File: src/rtl/aes_pkg.sv
// Shared AES constants and types for the round-key datapath.
// Latency: n/a (declarations only).
// Backpressure: n/a (declarations only).
package aes_pkg;

  localparam int STATE_W = 128;
  localparam int KEY_W   = 128;

  // Occupancy of the main/skid output buffer pair.
  typedef enum logic [1:0] {
    OCC_EMPTY = 2'd0,
    OCC_ONE   = 2'd1,
    OCC_TWO   = 2'd2
  } occ_e;

endpackage

File: src/rtl/ark_xor.sv
// AddRoundKey combinational core: bitwise XOR of state and round key.
// Latency: 0 cycles (pure combinational).
// Backpressure: none; the caller owns all flow control.
//
// Ports:
//   in_state  - AES state, byte 0 at the MSB end
//   round_key - round key, same byte order as in_state
//   out_state - in_state XOR round_key
module ark_xor
  import aes_pkg::*;
(
  input  logic [STATE_W-1:0] in_state,
  input  logic [KEY_W-1:0]   round_key,
  output logic [STATE_W-1:0] out_state
);

  assign out_state = in_state ^ round_key;

endmodule

File: src/rtl/add_round_key_encr.sv
// AddRoundKey stage with valid/ready handshake and a 2-entry skid buffer.
// Latency: 1 cycle from input accept to out_valid; 1 transfer/cycle sustained.
// Backpressure: in_ready is registered and drops only once the skid entry is full.
//
// Ports:
//   clk, rst             - clock, synchronous active-high reset
//   in_state, round_key  - operands, qualified by in_valid/in_ready
//   in_valid, in_ready   - upstream handshake
//   out_state            - result at the head of the buffer
//   out_valid, out_ready - downstream handshake
module add_round_key_encr
  import aes_pkg::*;
#(
  parameter int DATA_W = 128  // only 128 is supported
) (
  input  logic              clk,
  input  logic              rst,
  input  logic [DATA_W-1:0] in_state,
  input  logic [DATA_W-1:0] round_key,
  input  logic              in_valid,
  output logic              in_ready,
  output logic [DATA_W-1:0] out_state,
  output logic              out_valid,
  input  logic              out_ready
);

  occ_e              occ_q, occ_d;
  logic [DATA_W-1:0] main_q, main_d;
  logic [DATA_W-1:0] skid_q, skid_d;
  logic              out_valid_q;
  logic              in_ready_q;
  logic [DATA_W-1:0] xor_res;
  logic              acc;
  logic              cons;

  ark_xor u_ark_xor (
    .in_state  (in_state),
    .round_key (round_key),
    .out_state (xor_res)
  );

  assign acc  = in_valid & in_ready_q;
  assign cons = out_valid_q & out_ready;

  // Main always holds the oldest result; skid only fills when main is
  // stalled and a new input arrives in the same cycle.
  always_comb begin
    occ_d  = occ_q;
    main_d = main_q;
    skid_d = skid_q;
    case (occ_q)
      OCC_EMPTY: begin
        if (acc) begin
          main_d = xor_res;
          occ_d  = OCC_ONE;
        end
      end
      OCC_ONE: begin
        if (acc && cons) begin
          main_d = xor_res;
        end else if (cons) begin
          occ_d = OCC_EMPTY;
        end else if (acc) begin
          skid_d = xor_res;
          occ_d  = OCC_TWO;
        end
      end
      OCC_TWO: begin
        // in_ready is low here, so only a consume can happen.
        if (cons) begin
          main_d = skid_q;
          occ_d  = OCC_ONE;
        end
      end
      default: begin
        occ_d = OCC_EMPTY;
      end
    endcase
  end

  // Handshake flags are registered from next-state occupancy so neither
  // depends combinationally on out_ready or in_valid.
  always_ff @(posedge clk) begin
    if (rst) begin
      occ_q       <= OCC_EMPTY;
      main_q      <= '0;
      skid_q      <= '0;
      out_valid_q <= 1'b0;
      in_ready_q  <= 1'b1;
    end else begin
      occ_q       <= occ_d;
      main_q      <= main_d;
      skid_q      <= skid_d;
      out_valid_q <= (occ_d != OCC_EMPTY);
      in_ready_q  <= (occ_d != OCC_TWO);
    end
  end

  assign in_ready  = in_ready_q;
  assign out_valid = out_valid_q;
  assign out_state = main_q;

endmodule

File: config.mk
export PLATFORM = sky130hd
export DESIGN_NAME = add_round_key_encr
export DESIGN_NICKNAME = d
export VERILOG_FILES = /design/src/rtl/aes_pkg.sv /design/src/rtl/ark_xor.sv /design/src/rtl/add_round_key_encr.sv
export SDC_FILE = /design/constraint.sdc
export NUM_CORES = 1
export LEC_CHECK = 0
export ABC_CLOCK_PERIOD_IN_PS = 2400
export CORE_UTILIZATION = 53
export CTS_BUF_LIST = sky130_fd_sc_hd__clkbuf_2
export DETAILED_ROUTE_END_ITERATION = 6
export GPL_ROUTABILITY_DRIVEN = 0
export PLACE_DENSITY = 0.88
export SYNTH_ARGS = -nofsm -noshare
export SYNTH_HDL_FRONTEND = slang
export SYNTH_SLANG_ARGS = --single-unit
File: constraint.sdc
create_clock -name clk -period 2.4 [get_ports clk]
set_input_delay 0.24 -clock clk [delete_from_list [all_inputs] [get_ports clk]]
set_output_delay 0.24 -clock clk [all_outputs]
set_load 0.005 [all_outputs]
==> results of run 1 <==
[final cells by class]
class | instances | area (sq um) | share of cell area
Antenna cell | 1 | 2.50 | 0.000144
Multi-Input combinational cell | 914 | 7050 | 0.405
Clock inverter | 12 | 45.0 | 0.00259
Timing Repair Buffer | 412 | 4220 | 0.242
Sequential cell | 260 | 5210 | 0.299
Clock buffer | 95 | 475 | 0.0273
Tap cell | 324 | 405 | 0.0233
[state kept, by name (all words and copies together), names as in the netlist]
register and count:
in_ready 1, out_valid 1, out_state 128, skid_q 128, occ_q 2
[worst reg2reg max path, stage by stage, from the launching register on]
cell and delay (ns):
dfxtp_4 0.44, nand2b_4 0.33, a2bb2oi_4 0.25, buf_12 0.37, mux2i_1 0.38
[metal layers]
layer  share of wire  vias up
met5               0        -
met2            0.49      455
met3           0.071       97
li1                -     5487
met1            0.40     5494
met4           0.039        0
[cells by family (layout without fill, tap and decap cells)]
logic type                count (synthesis)  in the layout  share of synthesized area
other                                     0              1                          0
buffers and inverters                   145            519                     0.0708
xor gates and xnor gates                128            128                     0.0852
DFF                                     260            260                      0.395
muxes                                   129            129                     0.0981
and+or+nand+nor                         264            264                      0.137
AOI/OAI and AO/OA                       393            393                      0.213
[per-stage QoR]
stage               hold slack [ns]   util  power [uW]
finish                        0.137  0.716       11400
global route                  0.103  0.716       12000
CTS                          0.0718  0.716       11500
detailed placement            0.465  0.694        8700
global placement              0.459  0.694        8610
floorplan                     0.468      -        7230
[synthesized netlist by cell type (all sizes together)]
master / number
a211o: 129
a211oi: 129
mux2i: 129
a21boi: 1
and3b: 1
a21oi: 130
xnor2: 128
a21o: 1
nand2: 3
a2bb2oi: 1
clkbuf: 67
nor3b: 128
o32ai: 1
dfxtp: 260
a21bo: 1
nand2b: 129
or2: 1
and2: 1
nor3: 1
buf: 78
[report_power, final]
group	total, uW	switching (uW)	leakage, uW	internal, uW
clock	2790	1750	0.000419	1040
sequential	5130	299	0.00213	4840
combinational	3500	1640	0.00403	1860
total	11400	3690	0.00658	7730
[worst paths after layout]
check	start	end	slack (ns)
setup / recovery	out_valid$_SDFF_PP0_	out_valid	0.27
setup reg to reg	occ_q[0]$_SDFF_PP0_	out_state[107]$_SDFFE_PP0P_	0.50
hold reg to reg	out_state[55]$_SDFFE_PP0P_	out_state[55]$_SDFFE_PP0P_	0.48
hold / removal	in_state[8]	skid_q[8]$_SDFFE_PP0P_	0.14
==> impl_metrics.yaml, run 1 <==
global_route:
  globalRouteMet2Util: 0.472
  grtUsageTotal: 0.279
  met3_usage: 0.0659
  grt_pass1_vias: 11398
  antenna_found_initial: 1
  grt-ovfl-total: 0
  grt_max_degree: 121
  grt_busiest_layer: "met2"
  grt_pass1_wl_mm: 58.4
  met1_usage: 0.334
final_layout:
  nets: 1915
  final_common_cell: "clkdlybuf4s50_1"
  final_cell_mix: "clkdlybuf4s50_1 (388), dfxtp_1 (258), a21oi_1 (130)"
  area_growth_pct: 32.3
  layout-drive-gt1-share: 0.0762
  fillerInstances: 1802
  stdcell_count: 2018
  stdcell_area_sq_mm: 0.0174
worst_setup_path:
  cp.required_ns: 2.16
  reg2reg_depth: 4
  endpoint_kind: "output port"
  worstSetupPathType: "reg -> out"
  crit_chain: "clkdlybuf4s50_1"
  cp_num_cells: 1
  critPathMaxFanout: 5
  critPathBufInv: 1
  critPathSlowestCell: "clkdlybuf4s50_1"
  cp.arrival_ns: 1.89
  crit_family: "buffers and inverters"
  worst_path_largest_cell_delay_ns: 0.58
  critPathLaunchType: "flop"
place:
  dp.cells: 1909
  dpl_worst_slack_ns: 0.302
  buffer_ports.inserted: 389
  place_area_sq_mm: 0.0169
  place.detailed.hpwl_mm: 22.9
timing:
  fin_ws_ns: 0.267
  clock.fmax_mhz: 469
  setup_viol: 0
  fin_setup_tns_ns: 0
  tightest_slew_ns: 0.804
  drv_slew: 0
  fin_crit_sh: 0.889
  rsz0062_at_grt: "false"
  relSlewSlack: 0.464
  hold_viol_final: 0
  period_needed_ns: 2.13
  skew_ns: 0.0948
routing:
  routed_wirelength_mm: 36.3
  via_per_inst: 5.72
  dr.pass1.iters: 5
  vias: 11533
  drc: 0
  avgRoutedWirePerCell_microns: 18.0
  ant_nets: 0
  first_iter_violations: 820
die:
  ioPinCount: 390
  dieWidth_microns: 160
  dieArea_sq_mm: 0.0255
  num_rows: 57
  core_sq_mm: 0.0243
  die_y_microns: 160
  start_util: 0.541
clock_tree:
  cts_resized: 0
  root_buffer: "clkbuf_2"
  cts_buffer_depth: 3
  postCtsSetupRepairBufs: 0
  cts_buffers: 67
  clk_pin_slew_ns: 0.11
  insertion_delay_ns: 0.82
  cts_hold_buf: 1
  htree_levels: 3
  cts_tree: "built"
  clock_sinks: 260
synth:
  synth_top_area_cell: "dfxtp_1"
  yosys-top-cells-area: "dfxtp_1 (40%), mux2i_1 (9.8%), a211o_1 (8.6%)"
  ys_ff_latch: 260
  syn-num-nets: 1579
  synth_top_area_share: 0.395
  yosysUniqueCellTypes: 24
  synthCells: 1319
  yosysWarnings: 0
  yosysSeqAreaShare: 0.395
  synth.avg_cell_area_sq_um: 9.98
  syn-cell-area_sq_mm: 0.0132
power:
  p_leak_uw: 0.00658
  power.density_mw_per_mm2: 656
  peakVddDrop_mv: 0.369
outcome:
  outcome: "complete, no violations"
job:
  cap_violations: 0
worst_hold_path:
  hold_path_depth: 3
  min_path_type: "in -> reg"
Note: power is estimated with default switching activity, not from simulation.
==> run 2, diff against run 1 <==
--- a/config.mk
+++ b/config.mk
@@ -6,6 +6,7 @@
 export NUM_CORES = 1
 export LEC_CHECK = 0
 export ABC_CLOCK_PERIOD_IN_PS = 2400
+export CORE_ASPECT_RATIO = 0.9
 export CORE_UTILIZATION = 53
 export CTS_BUF_LIST = sky130_fd_sc_hd__clkbuf_2
 export DETAILED_ROUTE_END_ITERATION = 6
==> run 2 against run 1 <==
Net effect:
- routed wire length grew 2.4%
- register-to-register slack is essentially flat
- via count grew 1.4%
- sequential power is essentially flat
- clock-buffer cell count shrank 3
- core utilization grew 0.82 points
- final cell count grew 0.15%
- highest routed layer unchanged
- clock skew shrank 0.058 ns
- clock power grew 16%
==> impl_metrics.yaml, run 2 (same netlist as run 1, synthesis figures left out) <==
power:
  p_leak_uw: 0.00669
  power.density_mw_per_mm2: 678
  peakVddDrop_mv: 0.495
place:
  buffer_ports.inserted: 389
  place.detailed.hpwl_mm: 24.1
  dp.cells: 1903
global_route:
  grt_pass1_wl_mm: 57.2
  grt_pass1_vias: 11509
  grt_busiest_layer: "met2"
  grt-ovfl-total: 0
  met3_usage: 0.0662
  globalRouteMet2Util: 0.491
  met1_usage: 0.322
  grtUsageTotal: 0.279
  antenna_found_initial: 1
  grt_max_degree: 113
routing:
  ant_nets: 0
  first_iter_violations: 1001
  avgRoutedWirePerCell_microns: 18.4
  drc: 0
  dr.pass1.iters: 5
  vias: 11699
  via_per_inst: 5.79
  routed_wirelength_mm: 37.2
final_layout:
  layout-drive-gt1-share: 0.0812
  stdcell_count: 2021
  area_growth_pct: 33.9
  fillerInstances: 1810
  nets: 1924
  final_cell_mix: "clkdlybuf4s50_1 (388), dfxtp_1 (258), a21oi_1 (130)"
  final_common_cell: "clkdlybuf4s50_1"
  final_util: 0.724
worst_setup_path:
  crit_family: "buffers and inverters"
  reg2reg_depth: 4
  endpoint_kind: "output port"
  worst_path_largest_cell_delay_ns: 0.58
  critPathSlowestCell: "clkdlybuf4s50_1"
  critPathLaunchType: "flop"
  reg2reg_from: "occ_q[0]$_SDFF_PP0_"
  critPathMaxFanout: 5
  cp.required_ns: 2.16
  cp.arrival_ns: 1.79
  crit_chain: "clkdlybuf4s50_1"
  r2r-end: "out_state[18]$_SDFFE_PP0P_"
  critPathBufInv: 1
  rrSetupSlack_ns: 0.49
  worstSetupPathType: "reg -> out"
die:
  start_util: 0.541
  dieArea_sq_mm: 0.0255
  dieWidth_microns: 168
  core_sq_mm: 0.0243
  die_y_microns: 152
  num_rows: 54
  ioPinCount: 390
clock_tree:
  clock_sinks: 260
  cts_tree: "built"
  htree_levels: 3
  cts_buffer_depth: 3
  clk_pin_slew_ns: 0.10
  cts_hold_buf: 1
  cts_resized: 0
  insertion_delay_ns: 0.79
  root_buffer: "clkbuf_2"
  postCtsSetupRepairBufs: 0
  cts_buffers: 66
worst_hold_path:
  min_to: "skid_q[75]$_SDFFE_PP0P_"
  hp-start: "round_key[75]"
  min_path_type: "in -> reg"
  hold_path_depth: 3
timing:
  fin_setup_tns_ns: 0
  hold_slack_ns: 0.169
  hold_viol_final: 0
  tightest_slew_ns: 0.833
  relSlewSlack: 0.444
  clock.fmax_mhz: 491
  period_needed_ns: 2.03
  drv_slew: 0
  skew_ns: 0.0369
  rsz0062_at_grt: "false"
  setup_viol: 0
  fin_crit_sh: 0.848
job:
  cap_violations: 0
outcome:
  outcome: "complete, no violations"
run 2: cell types whose count changed in the layout (fill, tap and decap cells not counted), sizes merged:
cell    before  now
diode        1    2
clkbuf      95   92
buf         23   33
bufinv       0    4
inv          2    0
clkinv      10   19
run 2: worst max-delay path by stage:
stage | startpoint | endpoint | slack [ns] | depth (start not counted)
final | out_valid$_SDFF_PP0_ | out_valid | 0.37 | 1
after global routing | out_valid$_SDFF_PP0_ | out_valid | 0.24 | 1
after floorplan | occ_q[1]$_SDFF_PP0_ | out_state[0]$_SDFFE_PP0P_ | 0.95 | 7
after global placement | out_ready | skid_q[123]$_SDFFE_PP0P_ | 0.41 | 5
after CTS | out_valid$_SDFF_PP0_ | out_valid | 0.30 | 1
after detailed placement | out_ready | skid_q[99]$_SDFFE_PP0P_ | 0.36 | 5
run 2: through the flow:
stage,total power [uW],setup WS (ns),area (sq um)
3_5_place_dp,8740,0.362,17000
4_1_cts,12000,0.297,17600
5_1_grt,12500,0.245,17600
6_report,11900,0.365,17600
2_1_floorplan,7230,0.949,13200
3_3_place_gp,8650,0.415,17000
run 2: per-layer routing:
metal | wire, microns | vias up
met2 | 18300 | 528
li1 | - | 5510
met5 | 0 | -
met1 | 14800 | 5564
met4 | 1400 | 0
met3 | 2680 | 97
run 2: power by group:
| group | leakage (uW) | internal [uW] | switching [uW] |
|---|---|---|---|
| sequential | 0.00213 | 4840 | 318 |
| combinational | 0.00409 | 1890 | 1650 |
| clock | 0.000471 | 1460 | 1790 |
| total | 0.00669 | 8190 | 3760 |
run 2: worst min-delay path: cells and delay by family:
family | cells | cell delay [ns]
AO/OA/AOI/OAI | 1 | 0.07
XOR/XNOR | 1 | 0.14
buffers and inverters | 1 | 0.47
run 2: area by class of cell:
class,count,area [sq um],area share
timing repair buffer,422,4310,0.245
antenna,2,5.00,0.000284
sequential,260,5210,0.296
multi-input combinational,914,7050,0.400
clock inverter,23,193,0.0109
tap,308,385,0.0219
clock buffer,92,460,0.0261
